## config.mk

```make
export PLATFORM = sky130hd
export DESIGN_NAME = binary_decoder
export DESIGN_NICKNAME = d
export VERILOG_FILES = /design/src/rtl/binary_decoder.sv
export SDC_FILE = /design/constraint.sdc
export NUM_CORES = 1
export LEC_CHECK = 0
export ABC_AREA = 0
export BUFFER_PORTS_ARGS = -buffer_cell sky130_fd_sc_hd__buf_2
export CAP_MARGIN = 20
export CORE_AREA = 2 2 39 41
export DETAILED_ROUTE_END_ITERATION = 8
export DIE_AREA = 0 0 41 43
export PLACE_DENSITY = 0.7
export SYNTH_ARGS = -nofsm -noshare
export SYNTH_HDL_FRONTEND = slang
export SYNTH_SLANG_ARGS = --single-unit
```

## constraint.sdc

```tcl
create_clock -name clk -period 1.3 [get_ports clk]
set_input_delay 0.13 -clock clk [delete_from_list [all_inputs] [get_ports clk]]
set_output_delay 0.13 -clock clk [all_outputs]
set_load 0.02 [all_outputs]
```

## src/rtl/binary_decoder.sv

```systemverilog
// binary_decoder: N-bit index to 2^N one-hot decoder.
// Provides a combinational decode (d) and an enable-qualified registered copy
// (d_q, n_q) with a valid flag. Optional macro DECODER_ONEHOT_CHECK_EN adds a
// sticky one-hot integrity checker on the registered copy (err); without it
// err is tied low and the port list is unchanged.
module binary_decoder #(
  parameter  int N_BITS = 3,
  localparam int OUT_W  = 2**N_BITS
) (
  input  logic              clk,
  input  logic              rst_n,
  input  logic [N_BITS-1:0] n,
  input  logic              en,
  output logic [OUT_W-1:0]  d,
  output logic [OUT_W-1:0]  d_q,
  output logic [N_BITS-1:0] n_q,
  output logic              vld,
  output logic              err
);

  // Per-bit decode: each output bit is an independent equality compare.
  for (genvar i = 0; i < OUT_W; i++) begin : g_dec
    assign d[i] = (n == N_BITS'(i));
  end

  logic [OUT_W-1:0]  dq_d;
  logic [N_BITS-1:0] nq_d;
  logic              vld_d;

  // Next state: load the live decode on en, otherwise hold.
  always_comb begin
    dq_d  = d_q;
    nq_d  = n_q;
    vld_d = vld;
    if (en) begin
      dq_d  = d;
      nq_d  = n;
      vld_d = 1'b1;
    end
  end

  // Registered stage; reset clears everything but leaves d untouched.
  always_ff @(posedge clk or negedge rst_n) begin
    if (!rst_n) begin
      d_q <= '0;
      n_q <= '0;
      vld <= 1'b0;
    end else begin
      d_q <= dq_d;
      n_q <= nq_d;
      vld <= vld_d;
    end
  end

`ifdef DECODER_ONEHOT_CHECK_EN
  logic [OUT_W-1:0] exp_oh;
  logic             chk_fail;
  logic             err_q;

  assign exp_oh   = OUT_W'(1) << n_q;
  assign chk_fail = vld && (!$onehot(d_q) || (d_q != exp_oh));

  // Sticky error: set one edge after a bad registered value, cleared only by reset.
  always_ff @(posedge clk or negedge rst_n) begin
    if (!rst_n)        err_q <= 1'b0;
    else if (chk_fail) err_q <= 1'b1;
  end

  assign err = err_q;

`ifndef SYNTHESIS
  // Simulation-only hard stop when the registered copy is corrupted.
  always @(posedge clk) begin
    if (rst_n && chk_fail)
      $fatal(1, "binary_decoder: d_q not one-hot or inconsistent with n_q");
  end
`endif
`else
  assign err = 1'b0;
`endif

endmodule

```

# ---- Yosys cells after proc, flatten, opt, wreduce, memory -nomap -nowiden
# Cells that the tools add are included.
# Widths: inputs -> output; s select.
dict set report totals {
  ff_bits 12
  inputBits 6
  word_cells 11
}
dict set report classes {
  n_eq_ne 7
  n_reduce_logical 1
}
# operator count
set op_table {}
lappend op_table {{$eq 3x3->1 const B} 4}
lappend op_table {{$eq 3x2->1 const B} 2}
lappend op_table {{$eq 3x1->1 const B} 1}
lappend op_table {{$logic_not 3->1} 1}

# ---- Depth between registers and ports, before layout
# Gate-level depths: netlist of the first run.
dict set report depth {
  depth_word 1
  mapped_depth 3
  depth_no_buf 2
}

# ---- Least setup slack after synthesis of the first run
# OpenSTA, ideal clock, no wires.
dict set report synth_timing {
  path_kind {input-to-reg}
  start {input n[2]}
  end {register d_q[0]}
  setup_time_ns 0.068
  arrival_time_ns 0.929
  required_ns 1.232
  slack_ns 0.303
  stages 2
  path_buffers 0
  path_cell_list {nor3_1 > mux2_2}
}
dict set report synth_between {
  elab_chain_len 1
}
# element line
set synth_rtl {}
lappend synth_rtl {{start: declaration} 12} ;# input logic [N_BITS-1:0] n,
lappend synth_rtl {{$logic_not 3->1} 23} ;# assign d[i] = (n == N_BITS'(i));
lappend synth_rtl {{end signal: assignment} 49} ;# d_q <= dq_d;
lappend synth_rtl {{end: declaration} 15} ;# output logic [OUT_W-1:0] d_q,
# No other way between the ends.
# A chain may end at the register's enable or synchronous reset.

# ---- Worst setup path in the final report of the first run
dict set report layout_timing {
  start {input n[1]}
  end {output d[3]}
}
dict set report layout_between {
  elab_chain_len 1
}
# element line
set layout_rtl {}
lappend layout_rtl {{$eq 3x2->1} 23}
lappend layout_rtl {{end: declaration} 14} ;# output logic [OUT_W-1:0] d,
# No other way between the ends.

==> impl_metrics.toml, run 1 <==
[timing]
setup_viol = 0
rsz0062_at_grt = "no"
min_period_ns = 0.940
report.final.slew_viol_count = 0
setup_tns_ns = 0
min_period_over_period = 0.723
skew_ns = 0
whs_ns = 0.181
max_freq_mhz = 1060
hold_viol = 0

[global_routing]
grt_pass1_wl_mm = 1.61
track_usage = 0.144
grt_max_degree = 15
grt_pass1_vias = 394
antenna_found_initial = 0
grt-ovfl-total = 0

[placed_design]
placement.cell_area_um2 = 644
place_hpwl_um = 803
place_congestion = 0.692
io_buffers = 25

[setup_path]
worst-r2r-setup-slack_ns = 0.55
cp-start-kind = "input pin"
cpPeakStageDelay_ns = 0.29
r2r_start = "vld"
crit_type = "in2out"
r2r_cells = 1
cpMostUsedCell = "buf_2"
slowest_stage = "or2b_1"
cp_max_fo = 6
crit_start = "n[1]"
rr_endpoint = "vld"
required_ns = 1.17
cp.arrival_ns = 0.81
crit_chain = "buf_2 > or2b_1 > nor2_1 > buf_2"
end_kind = "primary output"

[worst_hold_path]
worstHoldStart = "n[1]"
hp-class = "in2reg"
holdPathStages = 2
whs_endpoint = "n_q[1]"

[route]
post-route-drc-count = 0
firstDrtPassIters = 4
drt-initial-drc-count = 7
dr_total_vias = 424
via_per_inst = 4.66
avgRoutedWirePerCell_um = 11.5
wl_mm = 1.05
ant_nets = 0

[cts]
clock-root-buffer = "clkbuf_4"
path_clk_slew_ns = 0.07
htree_levels = 1
cts_buffers = 3
cts_sinks = 12
max-clock-path-buffers = 2
clock_latency_ns = 0.26
cts_tree = "built"
ctsResizeCount = 0

[finish]
area_delta_synth_final_pct = 30.7
register_area_um2 = 300
diodes = 0
fin_area_um2 = 677
multi_input_area_um2 = 169
n_fill_cell = 144
drive_above_1_share = 0.453
final_nets = 83

[synthesis]
synth_xor_area_frac = 0
synth_top_area_share = 0.580
avgSynthCellArea_um2 = 10.8
synth_top_area_cell = "dfrtp_1"
syn-instance-count = 48
synth.cells.most_frequent = "12 x dfrtp_1, 8 x inv_1, 6 x nor2_1, 6 x o22ai_1, 3 x mux2_2"
synth_adder_area_share = 0
synthFlopType = "dfrtp_1"
synth.most_common_cell = "dfrtp_1"
yosysUniqueCellTypes = 16
ys_seq_elements = 12
synth.area.top_cells = "dfrtp_1 58%, o22ai_1 7.2%, mux2_2 6.5%, inv_1 5.8%, nor2_1 4.3%"
async_flop_share = 1.00
synth_area_um2 = 518
synth_top_family_by_area = "simple AND/OR/NAND/NOR gates"
ys_seq_area_frac = 0.580
synth_edf_count = 0
synth_compound_area_frac = 0.0821
synthMuxAreaShare = 0.0942
synth.net_count = 54
yosysWarnings = 0
yosys.area_share.simple = 0.143

[floorplan]
start_util = 0.374
rows = 14
die_h_um = 43
core_um2 = 1380
die_area_um2 = 1760
io_pins = 27
die_width_um = 41

[pwr]
peakVddDrop_uv = 592
p_per_area_nw_per_um2 = 1150
leakagePower_nw = 0.369

[outcome]
outcome = "finished, final reports clean"

[run]
drv_cap = 0
-- cell families (layout without fill, tap and decap cells) --
logic type / after synthesis / count (layout)
compound gates: 7 / 7
buf+inv: 10 / 37
flops: 12 / 12
mux: 4 / 4
other cells: 1 / 1
simple gates: 14 / 14
-- cell type report --
type / count / area share
Tap cell: 16 / 0.0296
Sequential cell: 12 / 0.444
Timing Repair Buffer: 26 / 0.200
Inverter: 8 / 0.0444
Clock buffer: 3 / 0.0333
Multi-Input combinational cell: 26 / 0.250
-- metrics by stage --
step	worst slack, ns	total power [mW]	utilization	instances
final	0.360	0.776	0.489	91
after CTS	0.356	0.791	0.489	91
after global placement	0.350	0.564	0.466	87
after floorplan	0.303	0.509	-	48
after detailed placement	0.356	0.567	0.466	87
after global routing	0.298	0.827	0.489	91
-- cells in the final DEF (no fill, tap or decap), types with 2 or more instances in the layout --
master     n
buf_2     25
nand2b_1   2
nor2_1     6
nand2_1    2
mux2_2     3
inv_1      8
dfrtp_1   12
o22ai_1    6
clkbuf_4   3
-- routing by layer --
layer | GRT usage | vias to the layer above | share of wire
li1 | - | 209 | -
met1 | 0.180 | 196 | 0.43
met2 | 0.191 | 17 | 0.47
met3 | 0.0471 | 2 | 0.075
met4 | 0.120 | 0 | 0.018
met5 | 0 | - | 0
-- report_power, final --
group / total (mW) / switching (mW) / internal [mW]
combinational: 0.153 / 0.0992 / 0.0539
sequential: 0.407 / 0.0102 / 0.396
clock: 0.217 / 0.110 / 0.107
total: 0.776 / 0.219 / 0.557
-- worst max path at each step --
stage | end | slack, ns | cells after the start
2_1_floorplan | d_q[0] | 0.30 | 2
3_3_place_gp | d[2] | 0.35 | 4
3_5_place_dp | d[3] | 0.36 | 4
4_1_cts | d[3] | 0.36 | 4
5_1_grt | d[2] | 0.30 | 4
6_report | d[3] | 0.36 | 4
-- registers in the layout, summed over array words and instances, names as in the netlist --
register / flops
d_q: 8
n_q: 3
vld: 1
-- critical path, delay by kind of cell --
kind / cells / cell delay, ns
buffers and inverters: 2 / 0.30
and+or+nand+nor: 2 / 0.38
-- repair_timing --
action / CTS / global route
endpoints found under the hold margin: 12 / 0
hold buffers: 1 / 0
setup buffers: 0 / 0
setup endpoints to repair: 0 / 0
Power figures use the tool's default switching activity.
==> inputs of run 2 (changes only) <==
- ABC_AREA: 0 -> 1
- CORE_AREA: 2 2 39 41 -> default
- CORE_MARGIN: default -> 2
- CORE_UTILIZATION: default -> 42
- DIE_AREA: 0 0 41 43 -> default
- PLACE_DENSITY: 0.7 -> 0.74
- clock period: 1.3 -> 0.9 ns (I/O delays scaled with it)
==> run 2 against run 1 <==
Against the previous run: clock skew unchanged; first-iteration DRC count is 14% lower; cell area up 21%; critical endpoint is now n_q[2]; highest routed layer unchanged.
==> impl_metrics.toml, run 2 <==
[timing]
whs_ns = 0.127
hold_viol = 0
report.final.slew_viol_count = 0
min_period_over_period = 0.999
rsz0062_at_grt = "yes"
skew_ns = 0
min_period_ns = 0.899
setup_viol = 0
max_freq_mhz = 1110

[cts]
clock-root-buffer = "clkbuf_4"
cts_tree = "built"
htree_levels = 1
path_clk_slew_ns = 0.07
max-clock-path-buffers = 2
cts_buffers = 3
clock_latency_ns = 0.27
cts_sinks = 12

[worst_hold_path]
worstHoldStart = "n[0]"
hp-class = "in2reg"
whs_endpoint = "d_q[5]"
holdPathStages = 3

[route]
avgRoutedWirePerCell_um = 10.7
wl_met1_um = 512
ant_nets = 0
via_per_inst = 4.66
post-route-drc-count = 0
drt-initial-drc-count = 6
wl_met2_um = 567
firstDrtPassIters = 4
wl_met3_um = 105
routed.top_layer = "met4"
dr_total_vias = 531
wl_mm = 1.22

[setup_path]
crit_buf_inv = 1
r2r_start = "d_q[5]"
r2r_cells = 4
cp-start-kind = "register"
cp.arrival_ns = 0.81
slowest_stage = "dfrtp_1"
crit_chain = "buf_6"
critical-path-top-delay-family = "flip-flops"
worst-r2r-setup-slack_ns = 0.05
required_ns = 0.81
cp_max_fo = 2
end_kind = "primary output"
crit_type = "reg2out"
cpPeakStageDelay_ns = 0.40
rr_endpoint = "d_q[5]"

[global_routing]
antenna_found_initial = 0
grt_pass1_vias = 461
grt_max_degree = 14
grt-ovfl-total = 0
track_usage = 0.191
grt_pass1_wl_mm = 1.99

[pwr]
internal-power_mw = 0.850
total_power_mw = 1.21
peakVddDrop_uv = 1030
p_switching_mw = 0.356
leakagePower_nw = 0.465
swShare = 0.295
power.clock.fraction = 0.272
pwr-share-seq = 0.492
comb_power_share = 0.235
p_per_area_nw_per_um2 = 1470

[placed_design]
io_buffers = 25
placement.cell_area_um2 = 664
place_congestion = 0.689
place_hpwl_um = 849

[finish]
mostFrequentLayoutCell = "nand2_1"
fin_area_um2 = 820
multi_input_area_um2 = 194
drive_above_1_share = 0.424
reg_top3 = "d_q x8, n_q x3, vld x1"
fin_util = 0.646
register_area_um2 = 300
final_cell_mix = "22 x nand2_1, 13 x buf_2, 12 x dfrtp_1, 12 x buf_6, 10 x nor2_1"
top_register = "d_q"
n_fill_cell = 110
area_delta_synth_final_pct = 48.5
largest_reg_flops = 8
final_nets = 107
diodes = 0

[synthesis]
yosysUniqueCellTypes = 15
synth_top_area_share = 0.544
synthFlopType = "dfrtp_1"
synth.most_common_cell = "nand2_1"
yosysWarnings = 0
synth.net_count = 74
synth_area_um2 = 552
async_flop_share = 1.00
syn-instance-count = 68
synth_top_area_cell = "dfrtp_1"
avgSynthCellArea_um2 = 8.11
synth_edf_count = 0
synth.cells.most_frequent = "22 x nand2_1, 12 x dfrtp_1, 11 x nor2_1"
synth.area.top_cells = "dfrtp_1 54%, nand2_1 15%, nor2_1 7.5%, nand4_1 3.4%, nor2_2 3.4%"
ys_seq_elements = 12
ys_seq_area_frac = 0.544

[outcome]
outcome = "finished, final reports clean"

[floorplan]
rows = 13
die_width_um = 40.2
die_h_um = 40.2
start_util = 0.435
io_pins = 27
die_area_um2 = 1620
core_um2 = 1270

[run]
drv_cap = 0
run 2: changes by cell type in the layout (fill, tap and decap cells not counted), sizes merged, moves of 2 or more:
cell	delta
nand2b	-2
buf	+6
o22ai	-6
o21ai	+2
mux2	-4
nor2	+8
nand2	+20
nand4	+3
run 2: repair_timing:
item | in CTS | in global routing
hold buffers | 1 | 0
setup endpoints to repair | 11 | 14
buffers inserted | 4 | 2
hold endpoints to repair | 12 | 0
gates resized for setup | 20 | 5
run 2: per-stage QoR:
stage | setup TNS (ns) | instances | setup slack [ns]
6_report | 0 | 114 | 0.000871
5_1_grt | -0.166 | 114 | -0.0241
2_1_floorplan | 0 | 68 | 0.0623
3_5_place_dp | 0 | 104 | 0.0847
3_3_place_gp | 0 | 104 | 0.0972
4_1_cts | -0.0177 | 112 | -0.00744
run 2: metal layers:
metal / global-route usage / up-vias
li1: - / 264
met5: 0 / -
met4: 0.125 / 0
met3: 0.0444 / 4
met1: 0.245 / 240
met2: 0.286 / 23
run 2: worst max-delay path by stage:
stage           start  depth (start not counted)  slack [ns]     end
3_5_place_dp     n[1]                          5        0.08    d[0]
4_1_cts        n_q[2]                          1      -0.007  n_q[2]
3_3_place_gp     n[1]                          5         0.1    d[4]
2_1_floorplan     vld                          1        0.06     vld
5_1_grt        d_q[7]                          1       -0.02  d_q[7]
6_report       n_q[2]                          1      0.0009  n_q[2]
run 2: worst min-delay path, cell delays in order:
cell	delay [ns]
buf_2	0.14
nand4_1	0.09
nand2_1	0.04
run 2: cells by family after synthesis:
family,count (synthesis),share of synthesized area
buffers and inverters,11,0.109
flip-flops,12,0.544
AND/OR/NAND/NOR,41,0.313
other,1,0.00680
AO/OA/AOI/OAI,3,0.0272
run 2: power by group through the flow:
stage / Sequential, mW / Combinational, mW / Clock (mW)
floorplan: 0.638 / 0.104 / 0
global placement: 0.595 / 0.216 / 0
detailed placement: 0.597 / 0.218 / 0
CTS: 0.593 / 0.272 / 0.338
global route: 0.598 / 0.314 / 0.354
finish: 0.594 / 0.284 / 0.329
run 2: final cells by class:
class | count | area share
clock buffer | 3 | 0.0275
inverter | 7 | 0.0351
multi-input combinational | 45 | 0.237
sequential | 12 | 0.366
tap | 15 | 0.0229
timing repair buffer | 32 | 0.311
